$ cat src/rtl/spi_tx_pkg.sv
// Shared types for the SPI TX chip-select scheduler.
// FSM state encoding and index-width helper.
package spi_tx_pkg;

    typedef enum logic [1:0] {
        ARB = 2'd0,
        RUN = 2'd1,
        GAP = 2'd2
    } state_t;

    function automatic int idx_w(input int n);
        return (n > 1) ? $clog2(n) : 1;
    endfunction

endpackage

$ cat src/rtl/spi_rr_pick.sv
// Combinational round-robin picker: first set req bit at or
// above rr, wrapping modulo N_REQ.
module spi_rr_pick
    import spi_tx_pkg::*;
#(
    parameter int N_REQ = 4,
    parameter int SW    = idx_w(N_REQ)
) (
    input  logic [N_REQ-1:0] req,
    input  logic [SW-1:0]    rr,
    output logic             vld,
    output logic [SW-1:0]    idx
);

    logic [SW-1:0] j;

    // Scan from the farthest offset down so the nearest one wins.
    always_comb begin
        vld = 1'b0;
        idx = '0;
        j   = '0;
        for (int i = N_REQ - 1; i >= 0; i--) begin
            j = SW'((int'(rr) + i) % N_REQ);
            if (req[j]) begin
                vld = 1'b1;
                idx = j;
            end
        end
    end

endmodule

$ cat src/rtl/spi_tx_sched.sv
// Round-robin scheduler for a shared SPI TX CS sequencer.
// Optional RUN timeout: define SPI_TX_SCHED_TIMEOUT_EN.
module spi_tx_sched
    import spi_tx_pkg::*;
#(
    parameter int N_REQ  = 4,
    parameter int SPI0_2 = 32,
    parameter int GAP_W  = 8,
    parameter int TO_W   = 24
) (
    input  logic                    clk,
    input  logic                    rst,
    input  logic [N_REQ-1:0]        req,
    input  logic [N_REQ*SPI0_2-1:0] del_csn_cfg,
    input  logic [N_REQ*SPI0_2-1:0] del_csp_cfg,
    input  logic [GAP_W-1:0]        gap_cyc,
    input  logic                    csn_cmpt,
    output logic                    csn_en,
    output logic [SPI0_2-1:0]       del_csn,
    output logic [SPI0_2-1:0]       del_csp,
    output logic [N_REQ-1:0]        gnt,
    output logic [N_REQ-1:0]        done,
    output logic [idx_w(N_REQ)-1:0] sel,
`ifdef SPI_TX_SCHED_TIMEOUT_EN
    input  logic [TO_W-1:0]         timeout_cyc,
    output logic [N_REQ-1:0]        err,
`endif
    output logic                    busy
);

    localparam int SW = idx_w(N_REQ);

    state_t           state;
    logic [SW-1:0]    rr;
    logic [GAP_W-1:0] gap_cnt;
    logic [GAP_W-1:0] gap_ld;
    logic [SW-1:0]    rr_nxt;
    logic             pick_vld;
    logic [SW-1:0]    pick_idx;
    logic             fin_ok;
    logic             fin_to;

    spi_rr_pick #(
        .N_REQ (N_REQ),
        .SW    (SW)
    ) u_pick (
        .req (req),
        .rr  (rr),
        .vld (pick_vld),
        .idx (pick_idx)
    );

    // A zero gap still yields one low-enable cycle for the sequencer.
    assign gap_ld = (gap_cyc == '0) ? GAP_W'(1) : gap_cyc;
    assign rr_nxt = (sel == SW'(N_REQ - 1)) ? '0 : sel + SW'(1);
    assign busy   = (state != ARB);
    assign fin_ok = csn_cmpt;

`ifdef SPI_TX_SCHED_TIMEOUT_EN
    logic [TO_W-1:0] to_cnt;
    logic            to_hit;

    // Fires on the edge that closes the timeout_cyc-th RUN cycle.
    assign to_hit = ({1'b0, to_cnt} + (TO_W+1)'(1)) == {1'b0, timeout_cyc};
    assign fin_to = !csn_cmpt && (timeout_cyc != '0) && to_hit;
`else
    assign fin_to = 1'b0;
`endif

    always_ff @(posedge clk) begin
        if (rst) begin
            state   <= ARB;
            rr      <= '0;
            sel     <= '0;
            gnt     <= '0;
            done    <= '0;
            csn_en  <= 1'b0;
            del_csn <= '0;
            del_csp <= '0;
            gap_cnt <= '0;
`ifdef SPI_TX_SCHED_TIMEOUT_EN
            err     <= '0;
            to_cnt  <= '0;
`endif
        end else begin
            done <= '0;
`ifdef SPI_TX_SCHED_TIMEOUT_EN
            err  <= '0;
`endif
            case (state)
                ARB: begin
                    if (pick_vld) begin
                        sel     <= pick_idx;
                        gnt     <= N_REQ'(1) << pick_idx;
                        del_csn <= del_csn_cfg[int'(pick_idx)*SPI0_2 +: SPI0_2];
                        del_csp <= del_csp_cfg[int'(pick_idx)*SPI0_2 +: SPI0_2];
                        csn_en  <= 1'b1;
                        state   <= RUN;
`ifdef SPI_TX_SCHED_TIMEOUT_EN
                        to_cnt  <= '0;
`endif
                    end
                end
                RUN: begin
                    if (fin_ok || fin_to) begin
                        csn_en  <= 1'b0;
                        gnt     <= '0;
                        rr      <= rr_nxt;
                        gap_cnt <= gap_ld;
                        state   <= GAP;
                        if (fin_ok) begin
                            done[sel] <= 1'b1;
                        end
`ifdef SPI_TX_SCHED_TIMEOUT_EN
                        else begin
                            err[sel] <= 1'b1;
                        end
`endif
                    end
`ifdef SPI_TX_SCHED_TIMEOUT_EN
                    else begin
                        to_cnt <= to_cnt + TO_W'(1);
                    end
`endif
                end
                GAP: begin
                    if (gap_cnt <= GAP_W'(1)) begin
                        state <= ARB;
                    end else begin
                        gap_cnt <= gap_cnt - GAP_W'(1);
                    end
                end
                default: state <= ARB;
            endcase
        end
    end

endmodule

$ cat config.mk
export PLATFORM = sky130hd
export DESIGN_NAME = spi_tx_sched
export DESIGN_NICKNAME = d
export VERILOG_FILES = /design/src/rtl/spi_tx_pkg.sv /design/src/rtl/spi_rr_pick.sv /design/src/rtl/spi_tx_sched.sv
export SDC_FILE = /design/constraint.sdc
export NUM_CORES = 1
export LEC_CHECK = 0
export ABC_AREA = 1
export BUFFER_PORTS_ARGS = -buffer_cell sky130_fd_sc_hd__buf_4
export CAP_MARGIN = 20
export CORE_AREA = 3 3 136 138
export CTS_CLUSTER_DIAMETER = 30
export CTS_CLUSTER_SIZE = 30
export DETAILED_ROUTE_END_ITERATION = 12
export DIE_AREA = 0 0 139 141
export HOLD_SLACK_MARGIN = 0.12
export REMOVE_ABC_BUFFERS = 1
export SLEW_MARGIN = 20
export SYNTH_ARGS = -nofsm -noshare
export SYNTH_HDL_FRONTEND = slang
export SYNTH_SLANG_ARGS = --single-unit
$ cat constraint.sdc
create_clock -name clk -period 2.1 [get_ports clk]
set_input_delay 0.42 -clock clk [delete_from_list [all_inputs] [get_ports clk]]
set_output_delay 0.42 -clock clk [all_outputs]
set_load 0.02 [all_outputs]
=== Word level (Yosys, flattened, before mapping) ===
Cells that the tools add are included.

* Reductions and logical operators: 12
* Shifts and indexed selects: 3
* Equality and inequality tests: 7
* Add/subtract/negate cells: 5
* $lt $le $gt $ge: 7
* Bitwise operators: 2
* Multiplexer cells: 33

{| class="wikitable"
|+ Operators by type and width
! cell !! count
|-
| indexed part select 128 x 8 -> 32 bit || 2
|-
| two-way mux 8 bit || 3
|-
| two-way mux 2 bit || 8
|-
| case mux 8 bit (2 select lines) || 1
|-
| < comparator 2 x 3 -> 1 bit, second input constant || 5
|-
| two-way mux 1 bit || 11
|-
| AND reduction 3 bit || 3
|-
| binary-select mux 1 bit (select 2 bit) || 4
|-
| less-or-equal comparator 8 x 1 -> 1 bit, second input constant || 1
|-
| zero test 8 bit || 1
|-
| two-way mux 4 bit || 2
|-
| inequality test 2 bit, second input constant || 4
|-
| case mux 4 bit (2 select lines) || 1
|-
| subtractor 8 x 1 -> 8 bit, second input constant || 1
|-
| case mux 2 bit (3 select lines) || 1
|-
| nonzero test 2 bit || 3
|-
| adder 2 x 1 -> 2 bit, second input constant || 2
|-
| adder 2 bit, second input constant || 2
|-
| equality test 2 bit, second input constant || 2
|-
| AND reduction 2 bit || 2
|-
| left shift 1 x 2 -> 4 bit, first input constant || 1
|-
| OR reduction 3 bit || 1
|-
| demux 1 bit (select 2 bit) || 1
|-
| equality test 2 x 1 -> 1 bit, second input constant || 1
|-
| 5 further kinds || 6
|}

* Word-level logic and storage cells: 78
* Output and inout port bits: 76
* Input bits: 271
* Register bits: 87

=== Longest topological paths before layout ===
Gate-level depths: netlist of run 1.

* Depth in word-level cells: 10
* Depth in mapped cells: 16
* Depth with buffers taken out: 15

=== Modules after synthesis ===
A second synthesis of run 1 with hierarchy kept.

* Cell total of the unflattened synthesis: 644
* Area total of the unflattened synthesis: 4,948.5 um^2

{| class="wikitable"
|+ By module, submodules not included
! module !! times used !! area each (um^2) !! seq. area each (um^2) !! cells an instance
|-
| spi_tx_sched || 1 || 4,735.8 || 1,741.7 || 598
|-
| spi_rr_pick || 1 || 212.7 || 0.0 || 46
|}

=== Worst setup path after synthesis of run 1 ===
OpenSTA, ideal clock, no wires.

* Kind: input-to-reg
* Start point: input req[1]
* End point: register del_csn[0]
* Library setup time: 117 ps
* Data arrival time: 1,621 ps
* Buffers on the path: 2
* Data required time: 1,983 ps
* Setup slack: 362 ps
* Cell stages on the path: 12
* Path through: inv_1 nand2_1 nand3_1 nand2_1 nor3b_2 nand2_1 nand2_2 inv_1 buf_4 clkbuf_1 o21ai_0 nor2_1

* Word-level cells in the longest chain between the ends: 7
* Elaborated cells on any way between the ends: 18
* Those cells by class: shift: 1; mux: 16; reduce/logical: 1

{| class="wikitable"
|+ Ends and longest elaborated chain
! what !! line !! RTL
|-
| start: declaration || spi_tx_sched.sv:13 || <nowiki>input logic [N_REQ-1:0] req,</nowiki>
|-
| binary-select mux 1 bit (select 2 bit) || spi_rr_pick.sv:24 || <nowiki>if (req[j]) begin</nowiki>
|-
| two-way mux 1 bit (implied by the code) || spi_rr_pick.sv:24 ||
|-
| two-way mux 2 bit or two-way mux 1 bit (tied branches) (4 in a row) || spi_rr_pick.sv:24 ||
|-
| indexed part select 128 x 8 -> 32 bit or AND reduction 2 bit (tied branches) || n/a ||
|-
| end signal: assignment || spi_tx_sched.sv:95 || <nowiki>del_csn <= del_csn_cfg[int'(pick_idx)*SPI0_2 +: SPI0_2];</nowiki>
|-
| end: declaration || spi_tx_sched.sv:19 || <nowiki>output logic [SPI0_2-1:0] del_csn,</nowiki>
|}

Several ways; a longest one is shown, not always the timed one. The select of a mux whose other input is x is not followed.
A chain may end at the register's enable or synchronous reset.

=== Final worst setup path of run 1 ===
* Start point: register rr[0]
* End point: register del_csn[2]

* Word-level cells in the longest chain between the ends: 8
* Elaborated cells on any way between the ends: 21
* Those cells by class: add/sub: 3; shift: 1; mux: 16; reduce/logical: 1

{| class="wikitable"
|+ Ends and longest elaborated chain
! what !! line !! RTL
|-
| start: declaration || spi_tx_sched.sv:34 || <nowiki>logic [SW-1:0] rr;</nowiki>
|-
| start signal: assignment || spi_tx_sched.sv:108 || <nowiki>rr <= rr_nxt;</nowiki>
|-
| adder 2 bit || spi_rr_pick.sv:23 || <nowiki>j = SW'((int'(rr) + i) % N_REQ);</nowiki>
|-
| binary-select mux 1 bit (select 2 bit) || spi_rr_pick.sv:24 ||
|-
| two-way mux 1 bit (implied by the code) || spi_rr_pick.sv:24 ||
|-
| two-way mux 2 bit or two-way mux 1 bit (tied branches) (4 in a row) || spi_rr_pick.sv:24 ||
|-
| indexed part select 128 x 8 -> 32 bit or AND reduction 2 bit (tied branches) || n/a ||
|}

Several ways; a longest one is shown, not always the timed one. The select of a mux whose other input is x is not followed.

==> results.py, run 1 <==
metrics = {
    "layout": {
        "drive_above_1_share_pct": 35.2,
        "layout.nets": 1509,
        "syn2layout_area_growth_pct": 64.2,
        "diodes": 0,
    },
    "synthesis": {
        "ys_types": 29,
        "netlist_instances": 909,
        "syn_area_per_cell_um2": 6.19,
        "syn_area_um2": 5620,
        "yosys.area.top_type_share_pct": 31.0,
        "ys_ff_latch": 87,
        "seq_area_frac_synth_pct": 31.0,
        "synth_top_cell_by_area": "dfxtp_1",
        "ys_top_cells_by_area": "dfxtp_1 (31%), nand3_1 (18%), nand2_1 (11%), nor2_1 (10%), nand4_1 (9.3%)",
        "yosysWarningCount": 0,
    },
    "setup_path": {
        "startpoint_type": "register",
        "r2r_start": "rr[0]",
        "regToRegSetupSlack_ns": 0.14,
        "cp_num_buf_inv": 2,
        "rr_endpoint": "del_csn[2]",
        "cp_data_required_time_ns": 2.38,
        "critical_path.max_fanout": 83,
        "worstSetupEndpointType": "register",
        "cpPeakStageDelay_ns": 0.36,
        "path_common_cell": "nand2_1",
        "crit_family": "simple AND/OR/NAND/NOR gates",
        "worstPathCellList": "inv_2 -> nand2_1 -> nand2_1 -> nand3_2 -> nand3_2 -> nand2_1 -> nand2_4 -> buf_12 -> nand4_1 -> nand3_1 -> nor2_1 -> nor2_1",
        "crit_arrival_ns": 2.25,
        "reg2reg_depth": 12,
        "path_class": "register to register",
        "crit_slowest_cell": "dfxtp_4",
    },
    "floorplanning": {
        "initial_core_util_pct": 32.5,
        "core_area_um2": 17300,
        "io_pins": 347,
        "row_count": 48,
        "die_w_um": 139,
        "die_y_um": 141,
        "dieArea_um2": 19600,
    },
    "placed_design": {
        "port_buffers": 346,
        "dp_worst_setup_slack_ns": 0.0331,
        "hpwl_mm": 18.4,
        "gp_congestion": 0.799,
    },
    "clock_tree": {
        "cts_root_buf": "clkbuf_16",
        "clk_latency_ns": 0.35,
        "max-clock-path-buffers": 2,
        "clkTransAtPathRegs_ns": 0.07,
        "cts_buffers": 9,
        "cts.sinks": 87,
        "cts_tree": "done",
        "h-tree-depth": 3,
    },
    "timing": {
        "setup_viol": 0,
        "tns_ns": 0,
        "hold_viol": 0,
        "fmax_mhz": 509,
        "max_slew_margin_pct": 72.5,
        "fin_crit_ns": 1.96,
        "slew_viol_final": 0,
        "hold_ws_ns": 0.367,
        "tightest_slew_ns": 0.413,
        "layout_setup_ws_ns": 0.137,
        "period_share_pct": 93.5,
        "final.setup_skew_ns": 0.00644,
    },
    "detailed_routing": {
        "routed_wl_mm": 25.1,
        "vias": 7515,
        "wl_per_cell_um": 17.2,
        "initialDrtViolationCount": 468,
        "route.detailed.drc": 0,
        "vias_per_cell": 5.14,
        "drtAntennaViolNets": 0,
        "first_pass_iters": 5,
    },
    "global_routing": {
        "grt_pass1_vias": 7061,
        "track_usage_pct": 23.5,
        "grt_antenna_before_repair": 0,
        "grt-ovfl-total": 0,
        "grt_pass1_wl_mm": 37.4,
        "grt_start_max_net_pins": 84,
    },
    "min_path": {
        "min_path_type": "input pin to register",
        "min_from": "del_csn_cfg[88]",
        "whs_path_depth": 5,
        "worstHoldEndpoint": "del_csn[24]",
    },
    "power": {
        "p_leak_nw": 4.49,
        "ir_worst_vdd_mv": 0.486,
        "power_density_nw_per_um2": 985,
    },
    "run_status": {
        "run_status": "complete, no violations",
    },
    "job": {
        "cap_violations": 0,
    },
}
## cell type report
cell class              instances  area, um^2
fillers                      1787        8070
multi-input cells             712        3470
repair buffers                392        3290
flip-flops and latches         87        1750
well taps                     225         282
clock buffers                   9         225
inverters                      30         118
clock inverters                 7        97.6
## worst max path at each step
stage / startpoint / endpoint / slack, ns / cells past startpoint
2_1_floorplan: rr[0] / del_csn[13] / -3.09 / 12
3_3_place_gp: rr[0] / del_csp[1] / 0.03 / 14
3_5_place_dp: req[1] / del_csn[26] / 0.03 / 16
4_1_cts: rr[0] / del_csn[26] / 0.03 / 15
5_1_grt: rr[0] / del_csn[2] / -0.009 / 12
6_report: rr[0] / del_csn[2] / 0.14 / 12
## worst register-to-register path, cell delays in order, from the launching register on
cell and delay, ns:
dfxtp_4 0.36, inv_2 0.10, nand2_1 0.07, nand2_1 0.10
nand3_2 0.10, nand3_2 0.12, nand2_1 0.10, nand2_4 0.11
buf_12 0.35, nand4_1 0.19, nand3_1 0.17, nor2_1 0.06
nor2_1 0.07
## sequential cells by signal (all words and copies together) (netlist names)
signal   flops
del_csn     32
sel          2
done         4
gnt          4
del_csp     32
state        2
gap_cnt      8
csn_en       1
rr           2
## cells in the mapped netlist (all sizes together)
master  count
nand3     197
nand2     167
nor2      153
dfxtp      87
nand4      84
o21ai      74
buf        47
clkbuf     33
inv        29
a21oi      13
ha          6
a211oi      4
xnor2       3
a311oi      2
nor4        2
xor2        2
a21boi      1
a221oi      1
a31o        1
clkinv      1
nor3        1
nor3b       1
## where the power goes
group          internal [W]  leakage, nW  switching [W]
sequential          0.00204        0.722       0.000222
clock               0.00104        0.152       0.000717
combinational       0.00218         3.62        0.00288
## metal layers
layer / GRT usage, % / vias up / share of wire [%]
met5: 0 / - / 0
li1: - / 3770 / -
met1: 28.5 / 3438 / 41
met2: 41.3 / 277 / 50
met4: 6.69 / 0 / 2.0
met3: 5.87 / 30 / 7.1
## stage by stage
step                std cells  utilization (%)  instance area [um^2]  total power (W)
floorplan                 829                -                  5240          0.00483
global placement         1439             50.3                  8700          0.00709
detailed placement       1439             50.3                  8700          0.00711
CTS                      1455             52.2                  9030          0.00892
global route             1462             53.4                  9230          0.00974
finish                   1462             53.4                  9230          0.00909
## cell usage in the layout (no fill, tap or decap), types with 2 or more instances in the layout
cell type	count
ha_1	6
buf_12	21
xnor2_1	3
nand4_1	84
nand2_2	5
nor2_4	2
nor2_1	150
inv_1	21
a21oi_1	13
inv_4	2
o21ai_0	73
bufinv_16	2
nand2_1	159
clkinvlp_4	2
inv_2	6
nand3_1	194
nand3_2	2
clkinv_4	2
nor4_1	2
nand2_8	2
xor2_1	2
buf_4	365
dfxtp_1	85
clkbuf_16	12
a311oi_1	2
a211oi_1	4
## cell families after synthesis
| family | count (synthesis) | synth area share, % |
|---|---|---|
| adders and majority gates | 6 | 1.34 |
| and+or+nand+nor | 605 | 49.0 |
| buffers and inverters | 110 | 8.81 |
| DFF | 87 | 31.0 |
| AOI/OAI and AO/OA | 96 | 9.10 |
| xor gates and xnor gates | 5 | 0.779 |
## repair_timing
item	4_1_cts	5_1_grt
setup buffers	0	4
pin swaps	0	4
gates cloned	0	3
gates resized for setup	1	20
endpoints found under the setup margin	1	67
hold buffers	0	0
Power figures use the tool's default switching activity.
==> run 2: changes to the inputs <==
--- a/config.mk
+++ b/config.mk
@@ -7,15 +7,15 @@
 export LEC_CHECK = 0
 export ABC_AREA = 1
 export BUFFER_PORTS_ARGS = -buffer_cell sky130_fd_sc_hd__buf_4
-export CAP_MARGIN = 20
-export CORE_AREA = 3 3 136 138
+export CORE_AREA = 3 3 134 136
 export CTS_CLUSTER_DIAMETER = 30
 export CTS_CLUSTER_SIZE = 30
 export DETAILED_ROUTE_END_ITERATION = 12
-export DIE_AREA = 0 0 139 141
+export DIE_AREA = 0 0 137 139
 export HOLD_SLACK_MARGIN = 0.12
 export REMOVE_ABC_BUFFERS = 1
 export SLEW_MARGIN = 20
 export SYNTH_ARGS = -nofsm -noshare
 export SYNTH_HDL_FRONTEND = slang
+export SYNTH_HIERARCHICAL = 1
 export SYNTH_SLANG_ARGS = --single-unit
==> results.py, run 2 <==
metrics = {
    "synthesis": {
        "ys_top_cells_by_area": "dfxtp_1 (35%), nand2_1 (13%), a22oi_1 (11%), o21ai_0 (7.7%), a41oi_2 (6.6%)",
        "seq_area_frac_synth_pct": 35.2,
        "synth-async-reset-ratio_pct": 0,
        "ys.flop_type": "dfxtp_1",
        "netlist_instances": 644,
        "yosys.area.top_type_share_pct": 35.2,
        "syn_area_um2": 4950,
        "yosysWarningCount": 6,
        "synth_commonest_cells": "nand2_1 (168), dfxtp_1 (87), o21ai_0 (76), a22oi_1 (74), a41oi_1 (34)",
        "synth_top_cell_by_area": "dfxtp_1",
        "syn_area_per_cell_um2": 7.68,
        "ys_types": 33,
        "yosysMostFrequentCell": "nand2_1",
        "ys_ff_latch": 87,
        "synth_edf_count": 0,
    },
    "global_routing": {
        "grt_antenna_before_repair": 0,
        "grt_start_max_net_pins": 52,
        "grt-ovfl-total": 0,
        "track_usage_pct": 21.0,
        "grt_pass1_vias": 5818,
        "grt_pass1_wl_mm": 31.3,
    },
    "setup_path": {
        "critical_path.max_fanout": 12,
        "startpoint_type": "register",
        "crit_arrival_ns": 2.32,
        "r2r_start": "rr[0]",
        "startpoint": "rr[0]",
        "worstSetupEndpointType": "register",
        "cp_data_required_time_ns": 2.36,
        "path_class": "register to register",
    },
    "clock_tree": {
        "clk_latency_ns": 0.34,
        "cts_root_buf": "clkbuf_16",
        "clkTransAtPathRegs_ns": 0.07,
        "cts_buffers": 9,
        "h-tree-depth": 3,
        "max-clock-path-buffers": 2,
        "cts.sinks": 87,
        "cts_tree": "done",
    },
    "timing": {
        "setup_viol": 0,
        "max_slew_margin_pct": 82.9,
        "slew_viol_final": 0,
        "tns_ns": 0,
        "rsz0062_at_grt": "yes",
        "fmax_mhz": 486,
        "period_share_pct": 97.9,
        "fin_crit_ns": 2.06,
        "final.setup_skew_ns": 0.00839,
        "hold_viol": 0,
        "layout_setup_ws_ns": 0.0435,
        "tightest_slew_ns": 0.254,
    },
    "layout": {
        "fillers": 1714,
        "drive_above_1_share_pct": 49.8,
        "largestRegisters": "del_csn: 32 flops, del_csp: 32 flops, gap_cnt: 8 flops",
        "multi_input_area_um2": 2990,
        "final_cell_mix": "buf_4 (368), nand2_1 (162), dfxtp_1 (85), o21ai_0 (76), a22oi_1 (49)",
        "fin_cells": 1226,
        "diodes": 0,
        "syn2layout_area_growth_pct": 76.5,
        "layout.nets": 1273,
        "final_common_cell": "buf_4",
        "fin_util_pct": 51.2,
        "regArea_um2": 1740,
    },
    "floorplanning": {
        "io_pins": 347,
        "core_area_um2": 17100,
        "die_w_um": 137,
        "row_count": 48,
        "initial_core_util_pct": 29.0,
        "die_y_um": 139,
        "dieArea_um2": 19000,
    },
    "power": {
        "intPower_w": 0.00484,
        "p_sw_share_pct": 38.5,
        "power_density_nw_per_um2": 902,
        "p_leak_nw": 3.81,
        "p_clk_share_pct": 21.3,
        "power.switching_w": 0.00304,
        "p_seq_share_pct": 28.0,
        "total_power_w": 0.00788,
        "ir_worst_vdd_mv": 0.404,
        "combPwrFrac_pct": 50.7,
    },
    "placed_design": {
        "port_buffers": 346,
        "gp_congestion": 0.842,
        "dp_worst_setup_slack_ns": -0.180,
        "hpwl_mm": 16.3,
        "placed_cells": 1196,
    },
    "min_path": {
        "min_from": "del_csp_cfg[42]",
        "min_path_type": "input pin to register",
    },
    "detailed_routing": {
        "routed_wl_mm": 22.3,
        "route.detailed.drc": 0,
        "initialDrtViolationCount": 280,
        "vias_per_cell": 4.99,
        "drtAntennaViolNets": 0,
        "first_pass_iters": 5,
        "wl_per_cell_um": 18.1,
        "vias": 6113,
    },
    "job": {
        "cap_violations": 0,
    },
    "run_status": {
        "run_status": "complete, no violations",
    },
}
-- run 2: cell count changes after synthesis, moves of 5 or more --
cell,delta
buf_1,-7
a31oi_1,+10
a41oi_2,+20
buf_2,-20
nand4_1,-82
inv_1,+5
a41oi_1,+34
buf_4,+15
a22oi_1,+74
clkbuf_1,-17
nand3_1,-180
nor2_1,-123
-- run 2: cells by family (layout without fill, tap and decap cells) --
family,count (synthesis),count (layout),share of synthesized area (%)
xor+xnor,1,1,0.177
buf+inv,90,447,9.61
compound gates,233,233,34.9
flops,87,87,35.2
fa+ha+maj,6,6,1.52
simple gates,227,227,18.6
-- run 2: path summary, 6_finish.rpt --
check           endpoint  slack [ns]  depth (start not counted)
min reg2reg   gap_cnt[6]        0.49                          2
max reg2reg   del_csn[6]        0.04                         15
min          del_csp[10]        0.35                          3
max           del_csn[6]        0.04                         15
-- run 2: metal layers --
metal / share of wire, % / vias to the layer above / global-route usage [%] / routed length, um
met5: 0 / - / 0 / 0
met1: 40 / 2870 / 25.3 / 8880
li1: - / 3020 / - / -
met3: 7.7 / 20 / 6.17 / 1700
met2: 51 / 203 / 36.4 / 11400
met4: 1.3 / 0 / 5.25 / 283
-- run 2: what timing repair did --
action | in CTS | in global routing
gates resized for setup | 2 | 55
hold buffers | 0 | 0
gates cloned | 0 | 7
pin swaps | 0 | 15
buffers inserted | 0 | 8
setup endpoints to repair | 9 | 63
-- run 2: critical path: stages, from the launching register on --
cell	delay [ns]
dfxtp_2	0.35
inv_1	0.08
nand2_1	0.15
nand3_2	0.10
nand2_1	0.09
nand3_2	0.07
nand2_1	0.08
nand2_2	0.06
nand2_4	0.12
inv_2	0.06
nor2_4	0.14
buf_6	0.15
buf_12	0.11
clkbuf_16	0.17
nand2_1	0.06
a41oi_1	0.19
-- run 2: metrics by stage --
| step | hold slack [ns] | instance area (um^2) |
|---|---|---|
| final | 0.347 | 8740 |
| after global routing | 0.343 | 8740 |
| after CTS | 0.340 | 8270 |
| after detailed placement | 0.480 | 7960 |
| after global placement | 0.473 | 7960 |
| after floorplan | 0.449 | 4610 |
-- run 2: area by class of cell --
cell class	count	area share (%)
Multi-Input combinational cell	467	34.2
Clock inverter	6	0.788
Tap cell	225	3.22
Sequential cell	87	20.0
Inverter	36	1.62
Clock buffer	10	2.74
Timing Repair Buffer	395	37.5
-- run 2: power groups by stage --
stage | Clock, W | Sequential (W) | Combinational (W)
after floorplan | 0 | 0.00259 | 0.00136
after global placement | 0 | 0.00223 | 0.00355
after detailed placement | 0 | 0.00222 | 0.00356
after CTS | 0.00171 | 0.00220 | 0.00357
after global routing | 0.00177 | 0.00224 | 0.00430
final | 0.00168 | 0.00220 | 0.00400
